===== config.mk =====
export PLATFORM = sky130hd
export DESIGN_NAME = alu_arbiter
export DESIGN_NICKNAME = d
export VERILOG_FILES = /design/src/rtl/alu_arbiter.sv
export SDC_FILE = /design/constraint.sdc
export NUM_CORES = 1
export LEC_CHECK = 0
export CAP_MARGIN = 10
export CORE_MARGIN = 2
export CORE_UTILIZATION = 25
export CTS_CLUSTER_DIAMETER = 50
export DETAILED_ROUTE_END_ITERATION = 12
export PLACE_DENSITY = 0.65
export SYNTH_ARGS = -nofsm -noshare
export SYNTH_HDL_FRONTEND = slang
export SYNTH_SLANG_ARGS = --single-unit

===== constraint.sdc =====
create_clock -name clk -period 2.65 [get_ports clk]
set_input_delay 0.3975 -clock clk [delete_from_list [all_inputs] [get_ports clk]]
set_output_delay 0.3975 -clock clk [all_outputs]
set_load 0.02 [all_outputs]

===== src/rtl/alu_arbiter.sv =====
// Shares one single-cycle ALU between two requesters using round-robin arbitration and a one-entry response buffer.
// Accept edge N gives rspN_valid from edge N; an unconsumed response blocks both requesters until its owner is ready.
module alu_arbiter #(
    parameter int CNT_W = 16
) (
    input  logic             clk,
    input  logic             rst_n,
    input  logic             req0_valid,
    output logic             req0_ready,
    input  logic [31:0]      req0_a,
    input  logic [31:0]      req0_b,
    input  logic [3:0]       req0_op,
    input  logic             req1_valid,
    output logic             req1_ready,
    input  logic [31:0]      req1_a,
    input  logic [31:0]      req1_b,
    input  logic [3:0]       req1_op,
    output logic             rsp0_valid,
    input  logic             rsp0_ready,
    output logic             rsp1_valid,
    input  logic             rsp1_ready,
    output logic [31:0]      rsp_result,
    output logic             rsp_zero,
    output logic             rsp_err,
    output logic [31:0]      alu_a,
    output logic [31:0]      alu_b,
    output logic [3:0]       alu_op,
    input  logic [31:0]      alu_result,
    input  logic             alu_zero,
    output logic [CNT_W-1:0] grant_cnt0,
    output logic [CNT_W-1:0] grant_cnt1
);

    localparam logic [3:0] OP_AND = 4'b0000;
    localparam logic [3:0] OP_OR  = 4'b0001;
    localparam logic [3:0] OP_ADD = 4'b0010;
    localparam logic [3:0] OP_SUB = 4'b0110;
    localparam logic [3:0] OP_SRL = 4'b1010;

    typedef enum logic {EMPTY, FULL} state_t;

    state_t state;
    logic   rsp_owner;
    logic   last_grant;
    logic   owner_rdy;
    logic   slot_free;
    logic   grant0;
    logic   grant1;
    logic   op_legal;

    always_comb begin
        owner_rdy = rsp_owner ? rsp1_ready : rsp0_ready;
        // Gated by rst_n so no request is acknowledged while held in reset.
        slot_free = rst_n && ((state == EMPTY) || owner_rdy);
        grant0    = slot_free && req0_valid && (!req1_valid || last_grant);
        grant1    = slot_free && req1_valid && (!req0_valid || !last_grant);
    end

    assign req0_ready = grant0;
    assign req1_ready = grant1;

    always_comb begin
        alu_a  = 32'd0;
        alu_b  = 32'd0;
        alu_op = 4'b0000;
        if (grant0) begin
            alu_a  = req0_a;
            alu_b  = req0_b;
            alu_op = req0_op;
        end else if (grant1) begin
            alu_a  = req1_a;
            alu_b  = req1_b;
            alu_op = req1_op;
        end
    end

    always_comb begin
        case (alu_op)
            OP_AND, OP_OR, OP_ADD, OP_SUB, OP_SRL: op_legal = 1'b1;
            default:                               op_legal = 1'b0;
        endcase
    end

    // A drain and a new capture may share an edge, giving one op per cycle.
    always_ff @(posedge clk or negedge rst_n) begin
        if (!rst_n) begin
            state      <= EMPTY;
            rsp0_valid <= 1'b0;
            rsp1_valid <= 1'b0;
            rsp_result <= 32'd0;
            rsp_zero   <= 1'b0;
            rsp_err    <= 1'b0;
            rsp_owner  <= 1'b0;
            last_grant <= 1'b1;
            grant_cnt0 <= '0;
            grant_cnt1 <= '0;
        end else if (grant0 || grant1) begin
            state      <= FULL;
            rsp0_valid <= grant0;
            rsp1_valid <= grant1;
            rsp_result <= op_legal ? alu_result : 32'd0;
            rsp_zero   <= op_legal ? alu_zero : 1'b1;
            rsp_err    <= !op_legal;
            rsp_owner  <= grant1;
            last_grant <= grant1;
            if (grant0 && grant_cnt0 != '1) grant_cnt0 <= grant_cnt0 + CNT_W'(1);
            if (grant1 && grant_cnt1 != '1) grant_cnt1 <= grant_cnt1 + CNT_W'(1);
        end else if (state == FULL && owner_rdy) begin
            state      <= EMPTY;
            rsp0_valid <= 1'b0;
            rsp1_valid <= 1'b0;
        end
    end

endmodule


==> results of run 1 <==
cell families after synthesis:
logic type / Yosys count
multiplexers: 7
AND/OR/NAND/NOR: 85
XOR/XNOR: 26
buffers and inverters: 29
flip-flops: 71
adder cells (fa/ha/maj): 2
AO/OA/AOI/OAI: 116
metal layers:
layer / vias to the layer above / wire length [um] / global-route usage (%)
li1: 1923 / - / -
met1: 1942 / 6110 / 21.7
met2: 221 / 8130 / 35.6
met3: 20 / 1340 / 6.68
met4: 0 / 354 / 6.01
met5: - / 0 / 0
power groups by stage:
stage	Clock (uW)	Combinational, uW	Sequential, uW
floorplan	0	773	1880
global placement	0	2380	1570
detailed placement	0	2400	1590
CTS	1340	2330	1570
global route	1370	2450	1620
finish	1290	2320	1580
final timing paths:
| path | from | to | slack (ps) | cells after the start |
|---|---|---|---|---|
| min reg2reg | grant_cnt0[8]$_DFFE_PN0P_ | grant_cnt0[8]$_DFFE_PN0P_ | 480 | 1 |
| max reg2reg | grant_cnt1[0]$_DFFE_PN0P_ | grant_cnt1[3]$_DFFE_PN0P_ | 640 | 6 |
| max in group asynchronous | rst_n | rsp_result[5]$_DFFE_PN0N_ | 1650 | 2 |
| min in group clk | rst_n | state$_DFFE_PN0P_ | 480 | 3 |
| max | rsp0_ready | alu_b[4] | 20 | 6 |
| min | rst_n | grant_cnt0[12]$_DFFE_PN0P_ | 100 | 2 |
area by class of cell:
type | count | area (um^2) | share of cell area, %
Tap cell | 184 | 230 | 3.15
Multi-Input combinational cell | 236 | 1760 | 24.2
Antenna cell | 1 | 2.50 | 0.0343
Clock buffer | 10 | 239 | 3.27
Clock inverter | 5 | 81.3 | 1.11
Inverter | 5 | 18.8 | 0.257
Timing Repair Buffer | 334 | 3190 | 43.7
Sequential cell | 71 | 1780 | 24.3
critical path, delay by kind of cell:
kind | cells | cell delay, ps
muxes | 1 | 300
AOI/OAI and AO/OA | 2 | 580
buffers and inverters | 3 | 950
flip-flops by register name, summed over array words and instances (netlist names):
signal / flops
grant_cnt0: 16
grant_cnt1: 16
last_grant: 1
rsp0_valid: 1
rsp1_valid: 1
rsp_err: 1
rsp_owner: 1
rsp_result: 32
rsp_zero: 1
state: 1
layout by cell type (no fill, tap or decap), drive strengths merged, types with 6 or more instances in the layout:
master / n
clkdlybuf4s50: 245
a22o: 96
dfrtp: 70
clkbuf: 43
nor2: 25
buf: 23
nand2: 22
clkdlybuf4s15: 16
dlygate4sd2: 15
xor2: 13
xnor2: 13
nand3: 11
nand4: 7
inv: 6
per-stage QoR:
step	TNS, ps	instances	hold WS (ps)	setup WS [ps]	utilization [%]
2_1_floorplan	0	336	102	427	-
4_1_cts	-7.99	842	93.7	-5.51	51.0
6_report	0	846	99.0	18.0	50.6
3_5_place_dp	-12900	826	268	-267	49.2
3_3_place_gp	-12220	826	266	-260	49.2
5_1_grt	-467	846	111	-35.3	50.6
timing repair:
action	4_1_cts	5_1_grt
endpoints found under the setup margin	65	62
setup buffers	0	2
resized for setup	74	82
endpoints found under the hold margin	10	0
hold buffers	1	0
gates cloned	0	1
pin swaps	0	0
==> flow_summary.json, run 1 <==
{
  "tightestPinTransition_ps": 558,
  "cts_tree": "built",
  "maxSlewViolCount": 0,
  "p_int_uw": 3390,
  "grt_pass1_wl_um": 24000,
  "antenna_found_initial": 1,
  "numCtsBuffers": 9,
  "syn2layout_area_growth_pct": 99.4,
  "worstPathRequired_ps": 2250,
  "worst-endpoint-arrival_ps": 2230,
  "ys_seq_area_share_pct": 48.5,
  "die-width_um": 125,
  "power_frac_comb_pct": 44.7,
  "synthMostInstantiatedCell": "a22o_1",
  "maxSlewHeadroom_pct": 62.8,
  "place_congestion": 0.899,
  "ys_ff_latch": 71,
  "muxShareOfSynthArea_pct": 2.19,
  "dieArea_um2": 15600,
  "synthTopCellsByArea": "dfrtp_1, a22o_1, xnor2_1",
  "end_kind": "output port",
  "skew_ps": 4.52,
  "cp_max_fo": 18,
  "synth_fa_ha_area_share_pct": 0.683,
  "grt_max_degree": 45,
  "initial_core_util_pct": 25.4,
  "finalCriticalPeriod_ps": 2630,
  "die_h_um": 125,
  "dr.pass1.iters": 5,
  "wirelength_um": 15900,
  "grt_usage_pct": 19.7,
  "first_iter_violations": 163,
  "drv_cap": 0,
  "outcome": "finished, final reports clean",
  "critical-path-slowest-cell": "clkdlybuf4s50_1",
  "drc": 0,
  "numClockSinks": 71,
  "nets": 834,
  "synth_area_leader_cell": "dfrtp_1",
  "worstSetupStartpointType": "primary input",
  "routed_via_density": 4.85,
  "clock.fmax_mhz": 380,
  "core_um2": 14400,
  "finalHoldViolCount": 0,
  "synth_warnings": 0,
  "yosys-top-cells-count": "a22o_1, dfrtp_1, nor2_1, nand2_1",
  "portBuffers": 312,
  "drive_gt1_share_pct": 13.9,
  "clkPwrFrac_pct": 24.9,
  "switchingPower_uw": 1790,
  "yosys.area_share.simple_pct": 11.4,
  "final_antenna_net_count": 0,
  "synth_compound_area_share_pct": 27.5,
  "vias": 4106,
  "ir_drop_mv": 0.312,
  "power_leakage_uw": 0.00323,
  "io_pins": 313,
  "syn_nets": 513,
  "synth_top_area_share_pct": 47.8,
  "ys_types": 44,
  "n_fill_cell": 1340,
  "setup_viol": 0,
  "synth_top_family_by_area": "compound AO/OA/AOI/OAI gates",
  "min_path_type": "primary input to asynchronous set/reset pin",
  "fin_crit_sh_pct": 99.3,
  "stdcell_area_um2": 7300,
  "synth_edf_count": 0,
  "p_total_uw": 5190,
  "synthArstFlopShare_pct": 100,
  "rsz0062_at_grt": "true",
  "avgSynthCellArea_um2": 10.9,
  "critPathMaxStageDelay_ps": 440,
  "placed_area_um2": 7090,
  "ctsLongestPathBuffers": 2,
  "switching_share_pct": 34.6,
  "path_cells": "clkdlybuf4s50_1, mux2_4, o2111a_2, buf_6, a22o_1, dlygate4sd2_1",
  "synth_xor_area_share_pct": 6.22,
  "seq_power_share_pct": 30.4,
  "place_hpwl_um": 12600,
  "netlist_area_um2": 3660,
  "clk_latency_ps": 330,
  "ys.flop_type": "dfrtp_1",
  "placementRows": 44,
  "netlist_instances": 336,
  "critPathKind": "primary input to output port",
  "grt_overflow": 0,
  "htree_levels": 3,
  "pwr_density_cell_nw_per_um2": 710,
  "grt_pass1_vias": 4308,
  "clockRootBuffer": "clkbuf_16",
  "path_clk_slew_ps": 60,
  "wl_per_cell_um": 18.8
}
Power figures use the tool's default switching activity.
==> run 2: changes to the inputs <==
--- a/config.mk
+++ b/config.mk
@@ -10,6 +10,7 @@
 export CORE_UTILIZATION = 25
 export CTS_CLUSTER_DIAMETER = 50
 export DETAILED_ROUTE_END_ITERATION = 12
+export HOLD_SLACK_MARGIN = 0.03
 export PLACE_DENSITY = 0.65
 export SYNTH_ARGS = -nofsm -noshare
 export SYNTH_HDL_FRONTEND = slang
==> results of run 2 <==
Same layout as run 1: the final DEF is identical, and so are final timing and power.
==> run 3: changes to the inputs <==
--- a/config.mk
+++ b/config.mk
@@ -6,12 +6,12 @@
 export NUM_CORES = 1
 export LEC_CHECK = 0
 export CAP_MARGIN = 10
-export CORE_MARGIN = 2
-export CORE_UTILIZATION = 25
+export CORE_AREA = 2 2 120 122
 export CTS_CLUSTER_DIAMETER = 50
 export DETAILED_ROUTE_END_ITERATION = 12
+export DIE_AREA = 0 0 122 124
 export HOLD_SLACK_MARGIN = 0.03
-export PLACE_DENSITY = 0.65
+export PLACE_DENSITY = 0.68
 export SYNTH_ARGS = -nofsm -noshare
 export SYNTH_HDL_FRONTEND = slang
 export SYNTH_SLANG_ARGS = --single-unit
==> run 3 against run 2 <==
  * Sequential power hardly changed
  * Setup slack better by 12 ps
  * Final cell count decreased by 0.83%
  * Maximum frequency rose by 0.47%
  * Hold slack got worse by 37 ps
  * Total power about the same
  * Global-route usage increased by 0.33 points
  * Combinational power is essentially flat
  * Clock power about the same
  * Via count rose by 0.56%
  * Clock skew grew 4.3 ps
  * Clock-buffer cell count fell by 1
  * Critical path type unchanged
==> flow_summary.json, run 3 (synthesis results as in run 1) <==
{
  "outcome": "finished, final reports clean",
  "switchingPower_uw": 1790,
  "numCtsBuffers": 9,
  "seq_power_share_pct": 30.4,
  "place_hpwl_um": 12700,
  "cp_max_fo": 41,
  "clockRootBuffer": "clkbuf_16",
  "p_total_uw": 5190,
  "numClockSinks": 71,
  "dp.cells": 820,
  "critPathKind": "primary input to output port",
  "clk_latency_ps": 330,
  "die-width_um": 122,
  "syn2layout_area_growth_pct": 102,
  "mostFrequentLayoutCell": "clkdlybuf4s50_1",
  "stdcell_area_um2": 7400,
  "top_usage_layer": "met2",
  "top_regs": "rsp_result: 32 flops, grant_cnt0: 16 flops, grant_cnt1: 16 flops",
  "switching_share_pct": 34.6,
  "finalCriticalPeriod_ps": 2620,
  "maxSlewHeadroom_pct": 62.5,
  "grt_pass1_vias": 4160,
  "dr.pass1.iters": 4,
  "use_met2_pct": 35.6,
  "clock.fmax_mhz": 382,
  "gr-usage-met1_pct": 22.5,
  "dieArea_um2": 15100,
  "vias": 4129,
  "path_clk_slew_ps": 50,
  "clkPwrFrac_pct": 25.5,
  "htree_levels": 3,
  "cts_tree": "built",
  "antenna_found_initial": 2,
  "placed_area_um2": 7080,
  "portBuffers": 312,
  "ctsLongestPathBuffers": 2,
  "worstSetupStartpointType": "primary input",
  "ir_drop_mv": 0.302,
  "end_kind": "output port",
  "wirelength_um": 15900,
  "routed_via_density": 4.92,
  "dpl_worst_slack_ps": -218,
  "place_congestion": 0.800,
  "rsz0062_at_grt": "true",
  "worst-endpoint-arrival_ps": 2220,
  "die_h_um": 124,
  "finalHoldViolCount": 0,
  "grt_max_degree": 45,
  "pwr_density_cell_nw_per_um2": 701,
  "critical_path.startpoint": "rsp0_ready",
  "power_frac_comb_pct": 44.1,
  "placementRows": 43,
  "final_antenna_net_count": 0,
  "first_iter_violations": 144,
  "drv_cap": 0,
  "io_pins": 313,
  "top_register": "rsp_result",
  "grt_pass1_wl_um": 22900,
  "tightestPinTransition_ps": 563,
  "p_int_uw": 3390,
  "wl_per_cell_um": 19.0,
  "grt_usage_pct": 20.0,
  "r2r_start": "grant_cnt1[0]$_DFFE_PN0P_",
  "min_path_type": "primary input to asynchronous set/reset pin",
  "grt_overflow": 0,
  "largest_reg_flops": 32,
  "core_um2": 13700,
  "setup_viol": 0,
  "power_leakage_uw": 0.00325,
  "drc": 0,
  "met3_usage_pct": 7.23,
  "skew_ps": 8.86,
  "worstPathRequired_ps": 2250,
  "final_cell_mix": "clkdlybuf4s50_1, a22o_1, dfrtp_1, dlygate4sd2_1, clkdlybuf4s15_1",
  "nets": 829,
  "setup_slack_ps": 30.2,
  "initial_core_util_pct": 26.7,
  "maxSlewViolCount": 0,
  "stdcell_count": 839,
  "n_fill_cell": 1247,
  "drive_gt1_share_pct": 9.28,
  "fin_crit_sh_pct": 98.9
}
==> run 3: changes by cell type in the layout (fill, tap and decap cells not counted), moves of 2 or more <==
cell,before,now
clkbuf_2,32,3
dlygate4sd2_1,15,29
clkdlybuf4s15_1,14,26
buf_6,1,5
buf_2,2,0
buf_4,15,13
clkdlybuf4s15_2,2,0
==> run 3: worst max-delay path, cell delays in order <==
cell	delay [ps]
clkdlybuf4s50_1	430
mux2_4	300
o2111a_2	310
buf_12	180
buf_6	150
a22o_1	280
buf_6	150
==> run 3: timing repair <==
action / 4_1_cts / 5_1_grt
gates cloned: 0 / 0
endpoints found under the setup margin: 59 / 35
hold buffers: 1 / 0
gates resized for setup: 60 / 37
setup buffers: 0 / 0
endpoints found under the hold margin: 10 / 0
pin swaps: 0 / 0
==> run 3: power groups by stage <==
stage	Combinational, uW	Clock [uW]	Sequential [uW]
finish	2290	1320	1580
global route	2440	1420	1610
CTS	2300	1360	1580
detailed placement	2360	0	1590
global placement	2350	0	1580
floorplan	773	0	1880
==> run 3: layout make-up <==
type                       instances  area, um^2  share of cell area [%]
multi-input combinational        236        1770                    24.0
inverter                           5        18.8                   0.254
timing repair buffer             329        3270                    44.2
antenna                            2        5.00                  0.0677
sequential                        71        1780                    24.0
tap                              180         225                    3.05
clock inverter                     7         104                    1.40
clock buffer                       9         225                    3.05
==> run 3: per-stage QoR <==
| step | util, % | hold slack, ps | setup TNS, ps |
|---|---|---|---|
| after floorplan | - | 102 | 0 |
| after global placement | 51.6 | 274 | -8050 |
| after detailed placement | 51.6 | 277 | -9490 |
| after CTS | 53.6 | 55.2 | 0 |
| after global routing | 53.9 | 64.3 | -23.1 |
| final | 53.9 | 61.6 | 0 |
==> run 3: final timing paths <==
kind / end / cells after the start / slack (ps)
max reg2reg: grant_cnt1[3]$_DFFE_PN0P_ / 6 / 670
min reg2reg: grant_cnt0[8]$_DFFE_PN0P_ / 1 / 500
min in group clk: state$_DFFE_PN0P_ / 3 / 460
min: last_grant$_DFFE_PN1N_ / 1 / 60
max: alu_b[4] / 7 / 30
max in group asynchronous: grant_cnt0[14]$_DFFE_PN0P_ / 2 / 1690
==> run 3: per-layer routing <==
metal / up-vias / routed length [um]
li1: 1914 / -
met1: 1998 / 5890
met2: 200 / 8210
met3: 17 / 1590
met4: 0 / 234
met5: - / 0
